## config.mk

```make
export PLATFORM = sky130hd
export DESIGN_NAME = rgb_pwm_driver
export DESIGN_NICKNAME = d
export VERILOG_FILES = /design/src/rtl/rgb_pwm_driver.sv
export SDC_FILE = /design/constraint.sdc
export NUM_CORES = 1
export LEC_CHECK = 0
export CORE_MARGIN = 4
export CORE_UTILIZATION = 58
export CTS_BUF_LIST = sky130_fd_sc_hd__clkbuf_8
export CTS_CLUSTER_DIAMETER = 40
export DETAILED_ROUTE_END_ITERATION = 7
export PLACE_DENSITY = 0.88
export SETUP_SLACK_MARGIN = 0.3
export SLEW_MARGIN = 25
export SYNTH_ARGS = -nofsm -noshare
export SYNTH_HDL_FRONTEND = slang
export SYNTH_SLANG_ARGS = --single-unit
```

## constraint.sdc

```tcl
create_clock -name clk -period 3.31 [get_ports clk]
set_input_delay 0.331 -clock clk [delete_from_list [all_inputs] [get_ports clk]]
set_output_delay 0.331 -clock clk [all_outputs]
set_load 0.02 [all_outputs]
```

## src/rtl/rgb_pwm_driver.sv

```systemverilog
// -----------------------------------------------------------------------------
// rgb_pwm_driver
//
// Output stage for the RGB LED colour sequencers. Per-channel target
// brightness values arrive over a valid/ready handshake, are parked in a
// pending buffer and transferred to the active targets only at PWM period
// boundaries. The applied duty of each channel slews toward its target by at
// most SLEW_STEP per period. The LED pins are driven active-low.
//
// Parameters
//   PWM_BITS  : duty / step-counter width; one period is 2**PWM_BITS steps
//   PRESCALE  : clock cycles per PWM step (>= 1)
//   SLEW_STEP : max duty change per period, 0 = jump straight to target
//
// Ports
//   clk          in   system clock
//   rst          in   asynchronous, active-high reset
//   in_valid     in   in_r/in_g/in_b triple is valid
//   in_ready     out  a triple can be accepted (no pending triple)
//   in_r/g/b     in   target duties
//   period_start out  high during the first cycle of each PWM period
//   busy         out  pending triple exists or any applied duty != target
//   RGB_R/G/B    out  LED drive, active-low (0 = lit)
// -----------------------------------------------------------------------------
module rgb_pwm_driver #(
  parameter int PWM_BITS  = 8,
  parameter int PRESCALE  = 47,
  parameter int SLEW_STEP = 1
) (
  input  logic                clk,
  input  logic                rst,
  input  logic                in_valid,
  output logic                in_ready,
  input  logic [PWM_BITS-1:0] in_r,
  input  logic [PWM_BITS-1:0] in_g,
  input  logic [PWM_BITS-1:0] in_b,
  output logic                period_start,
  output logic                busy,
  output logic                RGB_R,
  output logic                RGB_G,
  output logic                RGB_B
);

  // A prescaler of 1 still needs a 1-bit register; it just stays at zero.
  localparam int                  PRESC_W   = (PRESCALE > 1) ? $clog2(PRESCALE) : 1;
  localparam logic [PRESC_W-1:0]  PRESC_MAX = PRESC_W'(PRESCALE - 1);
  localparam logic [PWM_BITS-1:0] CNT_MAX   = {PWM_BITS{1'b1}};

  // A step larger than the full duty range behaves like the full range, so
  // clamp it to something representable in PWM_BITS.
  localparam int STEP_CLAMP = (SLEW_STEP > ((2 ** PWM_BITS) - 1)) ?
                              ((2 ** PWM_BITS) - 1) : SLEW_STEP;
  localparam logic [PWM_BITS-1:0] STEP_N = PWM_BITS'(STEP_CLAMP);

  // Move duty one bounded step toward target. The gap is measured in
  // PWM_BITS+1 bits so the subtraction can never wrap; the add/subtract is
  // only taken when the gap exceeds the step, so it can neither overshoot
  // the target nor leave the 0..2**PWM_BITS-1 range.
  function automatic logic [PWM_BITS-1:0] slew_toward(
    input logic [PWM_BITS-1:0] duty,
    input logic [PWM_BITS-1:0] target
  );
    logic [PWM_BITS:0]   duty_x;
    logic [PWM_BITS:0]   target_x;
    logic [PWM_BITS:0]   step_x;
    logic [PWM_BITS:0]   gap;
    logic [PWM_BITS-1:0] res;
    duty_x   = {1'b0, duty};
    target_x = {1'b0, target};
    step_x   = {1'b0, STEP_N};
    gap      = {(PWM_BITS+1){1'b0}};
    res      = duty;
    if (STEP_N == {PWM_BITS{1'b0}}) begin
      res = target;
    end else if (duty_x < target_x) begin
      gap = target_x - duty_x;
      if (gap > step_x) begin
        res = duty + STEP_N;
      end else begin
        res = target;
      end
    end else if (duty_x > target_x) begin
      gap = duty_x - target_x;
      if (gap > step_x) begin
        res = duty - STEP_N;
      end else begin
        res = target;
      end
    end else begin
      res = duty;
    end
    return res;
  endfunction

  // Channel index 0 = red, 1 = green, 2 = blue throughout.
  logic [PRESC_W-1:0]       presc_q, presc_d;
  logic [PWM_BITS-1:0]      cnt_q, cnt_d;
  logic                     pending_q, pending_d;
  logic [2:0][PWM_BITS-1:0] pend_q, pend_d;
  logic [2:0][PWM_BITS-1:0] target_q, target_d;
  logic [2:0][PWM_BITS-1:0] duty_q, duty_d;
  logic [2:0]               rgb_q, rgb_d;

  logic [2:0][PWM_BITS-1:0] in_s;
  logic                     boundary_s;
  logic                     accept_s;

  assign in_s       = {in_b, in_g, in_r};
  assign boundary_s = (presc_q == PRESC_MAX) && (cnt_q == CNT_MAX);
  assign accept_s   = in_valid && !pending_q;

  // Step prescaler and PWM step counter.
  always_comb begin
    presc_d = presc_q;
    cnt_d   = cnt_q;
    if (presc_q == PRESC_MAX) begin
      presc_d = {PRESC_W{1'b0}};
      cnt_d   = cnt_q + PWM_BITS'(1);
    end else begin
      presc_d = presc_q + PRESC_W'(1);
    end
  end

  // Boundary slew / target transfer and handshake capture. Acceptance needs
  // pending clear, so a boundary transfer and a capture never compete for
  // the pending flag in the same cycle; a capture on the boundary cycle
  // itself simply waits for the following boundary.
  always_comb begin
    pending_d = pending_q;
    pend_d    = pend_q;
    target_d  = target_q;
    duty_d    = duty_q;
    if (boundary_s) begin
      for (int i = 0; i < 3; i++) begin
        duty_d[i] = slew_toward(duty_q[i], target_q[i]);
      end
      if (pending_q) begin
        target_d  = pend_q;
        pending_d = 1'b0;
      end else begin
        target_d  = target_q;
      end
    end else begin
      duty_d = duty_q;
    end
    if (accept_s) begin
      pend_d    = in_s;
      pending_d = 1'b1;
    end else begin
      pend_d    = pend_q;
    end
  end

  // PWM compare; the pins are registered so they lag cnt by one cycle.
  always_comb begin
    rgb_d = 3'b111;
    for (int i = 0; i < 3; i++) begin
      rgb_d[i] = ~(cnt_q < duty_q[i]);
    end
  end

  // State registers; reset leaves the LEDs dark and drops any pending triple.
  always_ff @(posedge clk or posedge rst) begin
    if (rst) begin
      presc_q   <= {PRESC_W{1'b0}};
      cnt_q     <= {PWM_BITS{1'b0}};
      pending_q <= 1'b0;
      pend_q    <= {(3*PWM_BITS){1'b0}};
      target_q  <= {(3*PWM_BITS){1'b0}};
      duty_q    <= {(3*PWM_BITS){1'b0}};
      rgb_q     <= 3'b111;
    end else begin
      presc_q   <= presc_d;
      cnt_q     <= cnt_d;
      pending_q <= pending_d;
      pend_q    <= pend_d;
      target_q  <= target_d;
      duty_q    <= duty_d;
      rgb_q     <= rgb_d;
    end
  end

  assign in_ready     = ~pending_q;
  assign period_start = (presc_q == {PRESC_W{1'b0}}) && (cnt_q == {PWM_BITS{1'b0}});
  assign busy         = pending_q || (duty_q != target_q);
  assign RGB_R        = rgb_q[0];
  assign RGB_G        = rgb_q[1];
  assign RGB_B        = rgb_q[2];

endmodule

```

# Yosys cells after proc, flatten, opt, wreduce, memory -nomap -nowiden

Index checks and enable logic that the tools add are counted.

Bits in registers: 90
Input bits: 27
Output and inout bits: 6
Word-level logic and storage cells: 79

Add/subtract/negate cells: 14
Magnitude comparators: 15
Equality and inequality tests: 3
Mux-type cells: 15
Bitwise operators: 4
Reductions and logical operators: 15

Operators with widths:

| operator                                                                        | number |
|---|---|
| 8-bit two-way mux                                                               | 12 |
| 9-bit by 1-bit greater-than comparator with 1-bit output, second input constant | 6 |
| 8-bit by 8-bit subtractor with 9-bit output                                     | 6 |
| 8-bit less-than comparator                                                      | 6 |
| 8-bit by 1-bit adder with 8-bit output, second input constant                   | 4 |
| 8-bit greater-than comparator                                                   | 3 |
| 24-bit != test                                                                  | 1 |
| 8-bit by 1-bit subtractor with 8-bit output, second input constant              | 3 |
| 8-bit equality test, second input constant                                      | 1 |
| 8-bit logical NOT                                                               | 1 |
| 2-bit AND reduction                                                             | 4 |
| 2-bit nonzero test                                                              | 4 |
| 6-bit by 1-bit adder with 6-bit output, second input constant                   | 1 |
| 6-bit equality test, second input constant                                      | 1 |
| 6-bit logical NOT                                                               | 1 |
| 6-bit two-way mux                                                               | 1 |
| 1-bit NOT                                                                       | 4 |
| 1-bit logical AND                                                               | 3 |
| 1-bit two-way mux                                                               | 2 |
| 1-bit logical NOT                                                               | 1 |
| 1-bit logical OR                                                                | 1 |

# Depth between registers and ports, before layout

Depth in word-level cells: 5
Gate-level depth with buffers: 13
Depth with buffers taken out: 12

# Worst setup path before layout

Ideal clock, no wire load.

Path type: register to register
Start: register duty_q[0] (netlist bit)
End: register duty_q[7] (netlist bit)
Library setup time: 87 ps
Arrival time: 2919 ps
Data required time: 3223 ps
Slack: 304 ps
Cell stages (with the launch flop): 14
Path buffers: 1
Period minus slack after synthesis: 3006 ps
Cells stage by stage: dfrtp_1 -> inv_1 -> ha_1 -> fa_1 -> nor2b_1 -> o21ai_1 -> a21o_1 -> a222oi_1 -> o2111ai_1 -> and2_1 -> buf_6 -> and3_1 -> a221o_1 -> a22oi_1

Longest elaborated chain between the ends: 5
Elaborated cells between the ends (all ways): 14
Classes of those cells: 4 x add/sub; 4 x order compare; 4 x mux; 2 x reduce/logical

Ends and longest elaborated chain:

| element                                                  | line | source |
|---|---|---|
| start, declared                                          | 101  | `logic [2:0][PWM_BITS-1:0] duty_q, duty_d;` |
| start signal, assigned                                   | 170  | `duty_q <= {(3*PWM_BITS){1'b0}};` |
| start signal, assigned                                   | 178  | `duty_q <= duty_d;` |
| 8-bit by 8-bit subtractor with 9-bit output              | 83   | `gap = duty_x - target_x;` |
| 9-bit by 1-bit greater-than comparator with 1-bit output | 84   | `if (gap > step_x) begin` |
| 8-bit two-way mux                                        | 84   |  |
| 8-bit two-way mux                                        | 82   | `end else if (duty_x > target_x) begin` |
| 8-bit two-way mux                                        | 75   | `end else if (duty_x < target_x) begin` |

Several ways; a longest one is shown, not always the timed one. The select of a mux whose other input is x is not followed.
A chain may end at the register's enable or synchronous reset.

# Final worst setup path

Ends and elaborated chain as after synthesis.

==> flow_summary.yaml <==
status:
  status: "complete, no violations"
timing:
  final-setup-viol-count: 0
  tightest_slew_ns: 0.7406
  clock_skew_ns: 0.01862
  slew_headroom: 0.5057
  slew_viol_final: 0
  rsz0062_at_grt: "yes"
  finalCriticalPeriod_ns: 3.061
  hold_viol_final: 0
  fin_crit_sh: 0.9248
  fin_setup_tns_ns: 0
  worst_slack_ns: 0.2490
  max_freq_mhz: 326.7
finish:
  antennaDiodeCount: 0
  multi_input_area_um2: 5115
  finalNetCount: 1018
  fin_cells: 1079
  fill_cells: 909
  drive_above_1_share: 0.2370
  area_growth_pct: 17.75
  regArea_um2: 2270
clocking:
  cts_buffer_depth: 2
  cts_tree: "yes"
  cts.clk_slew.worst_paths_ns: 0.10
  numCtsBuffers: 9
  cts.sinks: 90
  worstSkewPairLatency_ns: 0.37
  cts_root_buf: "clkbuf_8"
  cts_max_level: 3
synth:
  synth_cells: 840
  yosysTopAreaCell: "dfrtp_1"
  synth_async_sr_flop_share: 1.000
  synth_top_area_frac: 0.2902
  yosys-top-cells-area: "dfrtp_1 (29%), ha_1 (14%), mux2_2 (7.5%)"
  avgSynthCellArea_um2: 8.931
  yosys.cell_types.count: 68
  synth_commonest_cells: "dfrtp_1 (87), ha_1 (83), inv_1 (74)"
  yosysMostFrequentCell: "dfrtp_1"
  synth-seq-cells: 90
  synth.yosys.seq_area_share: 0.3007
  synth_edf_count: 0
  synthFlopType: "dfrtp_1"
  ys_warn_count: 0
  syn_nets: 956
  syn_area_um2: 7502
grt:
  grt_pass1_vias: 6525
  antenna_found_initial: 0
  overflow: 0
  met2_usage: 0.4307
  grt_max_degree: 44
  grtUsageMet1: 0.3312
  grtUsageMet3: 0.04085
  grt_pass1_wl_mm: 31.11
  track_usage: 0.2559
  gr-max-usage-layer: "met2"
place:
  numPortBuffers: 32
  placedCellCount: 1031
  dp_hpwl_mm: 13.40
  gp_congestion: 0.9643
  post-place-ws_ns: 0.03208
worst_setup_path:
  cp.required_ns: 3.59
  critPathLaunchType: "register"
  cp.arrival_ns: 3.34
  crit_type: "register to register"
  end_kind: "register"
  critPathMaxFanout: 5
run:
  cap_violations: 0
floorplanning:
  core_area_um2: 12620
  start_util: 0.5945
  core.rowCount: 41
  die_h_um: 121.7
  fp.dieW_um: 121.7
  io_pins: 33
  die_area_um2: 14820
pwr:
  seq_power_share: 0.565
  leakagePower_uw: 0.003833
  p_sw_uw: 474.8
  irDropWorstVdd_mv: 0.3243
  cellInternalPower_uw: 1571
  clkPwrFrac: 0.391
  finalPower_uw: 2046
  swShare: 0.2320
  powerDensity_nw_per_um2: 231.6
  p_comb_frac: 0.044
detailed_routing:
  drc: 0
  firstDrtPassIters: 8
  wl_per_cell_um: 18.72
  vias: 7046
  drt_iter0_drc: 815
  routed_wl_mm: 20.20
  vias_per_cell: 6.530
  ant_nets: 0
worst_hold_path:
  hp-class: "primary input to async pin"
[path summary, 6_finish.rpt]
| path | startpoint | end | slack, ns | depth (start not counted) |
|---|---|---|---|---|
| setup / recovery | duty_q[0]$_DFFE_PP0P_ | duty_q[7]$_DFFE_PP0P_ | 0.25 | 12 |
| hold / removal | rst | duty_q[23]$_DFFE_PP0P_ | 0.40 | 2 |
| setup reg to reg | duty_q[0]$_DFFE_PP0P_ | duty_q[7]$_DFFE_PP0P_ | 0.25 | 12 |
| hold reg to reg | pend_q[16]$_DFFE_PP0P_ | pend_q[16]$_DFFE_PP0P_ | 0.51 | 1 |
| max in group asynchronous | rst | rgb_q[1]$_DFF_PP1_ | 2.08 | 3 |
| min in group clk | pend_q[16]$_DFFE_PP0P_ | pend_q[16]$_DFFE_PP0P_ | 0.51 | 1 |
[sequential cells by signal, indices dropped and copies added, names as in the netlist]
register / count
duty_q: 24
pend_q: 24
presc_q: 6
pending_q: 1
cnt_q: 8
rgb_q: 3
target_q: 24
[area by class of cell]
type,instances,area share
Clock inverter,6,0.008499
Tap cell,172,0.02436
Inverter,75,0.03300
Multi-Input combinational cell,640,0.5790
Sequential cell,90,0.2569
Timing Repair Buffer,86,0.08258
Clock buffer,10,0.01558
[per-stage QoR]
stage,cell area (µm²),hold slack [ns],util
after floorplan,7502,0.4480,-
after global placement,8060,0.4854,0.6387
after detailed placement,8060,0.4915,0.6387
after CTS,8372,0.4239,0.6634
after global routing,8833,0.4692,0.7000
final,8833,0.4040,0.7000
[cells in the final DEF, fill, tap and decap left out, drive strengths merged, types with 8 or more instances in the layout]
cell type / netlist / layout
dfrtp: 87 / 87
nor2b: 18 / 18
o2111ai: 9 / 9
nand3: 18 / 18
clkbuf: 26 / 10
nor2: 44 / 44
a21o: 24 / 24
and3: 12 / 12
inv: 75 / 74
xnor2: 17 / 17
nor4: 12 / 12
ha: 83 / 83
a31oi: 10 / 10
a211oi: 12 / 12
nand2b: 21 / 21
mux2: 50 / 50
a21oi: 48 / 48
nand4: 15 / 15
clkdlybuf4s50: 0 / 31
nand2: 45 / 45
o21a: 8 / 8
and2: 7 / 8
nor3: 27 / 27
buf: 10 / 54
o21ai: 47 / 47
[kinds of logic after synthesis]
kind of cell | Yosys count | synth area share
mux | 55 | 0.08172
fa+ha+maj | 89 | 0.1544
simple gates | 237 | 0.1631
buf+inv | 111 | 0.05804
xor+xnor | 24 | 0.02802
flops | 90 | 0.3007
compound gates | 234 | 0.2140
[power groups by stage]
stage / Clock [µW] / Sequential, µW / Combinational [µW]
after floorplan: 0 / 1170 / 49.4
after global placement: 0 / 1180 / 89.1
after detailed placement: 0 / 1180 / 92.6
after CTS: 806 / 1160 / 92.9
after global routing: 849 / 1160 / 101
final: 800 / 1160 / 90.6
[worst max-delay path, stage by stage, from the launching register on]
cell and delay [ns]:
dfrtp_2 0.45, inv_4 0.06, ha_4 0.16, fa_2 0.39
nor2b_2 0.16, o21ai_2 0.10, a21o_1 0.20, a222oi_1 0.41
o2111ai_4 0.20, and2_4 0.22, and3_4 0.17, a221o_1 0.26
a22oi_1 0.20
[timing repair]
action / CTS / global route
endpoints found under the setup margin: 22 / 25
buffers inserted: 7 / 23
hold buffers: 0 / 0
gates resized for setup: 18 / 80
gates cloned: 0 / 2
pin swaps: 5 / 33
[layer usage]
metal,part of all wire,up-vias,wire length (µm)
met2,0.49,406,9809
met1,0.40,3356,8118
li1,-,3191,-
met4,0.039,0,796
met3,0.073,93,1471
met5,0,-,0
(Power assumes the default switching activity.)
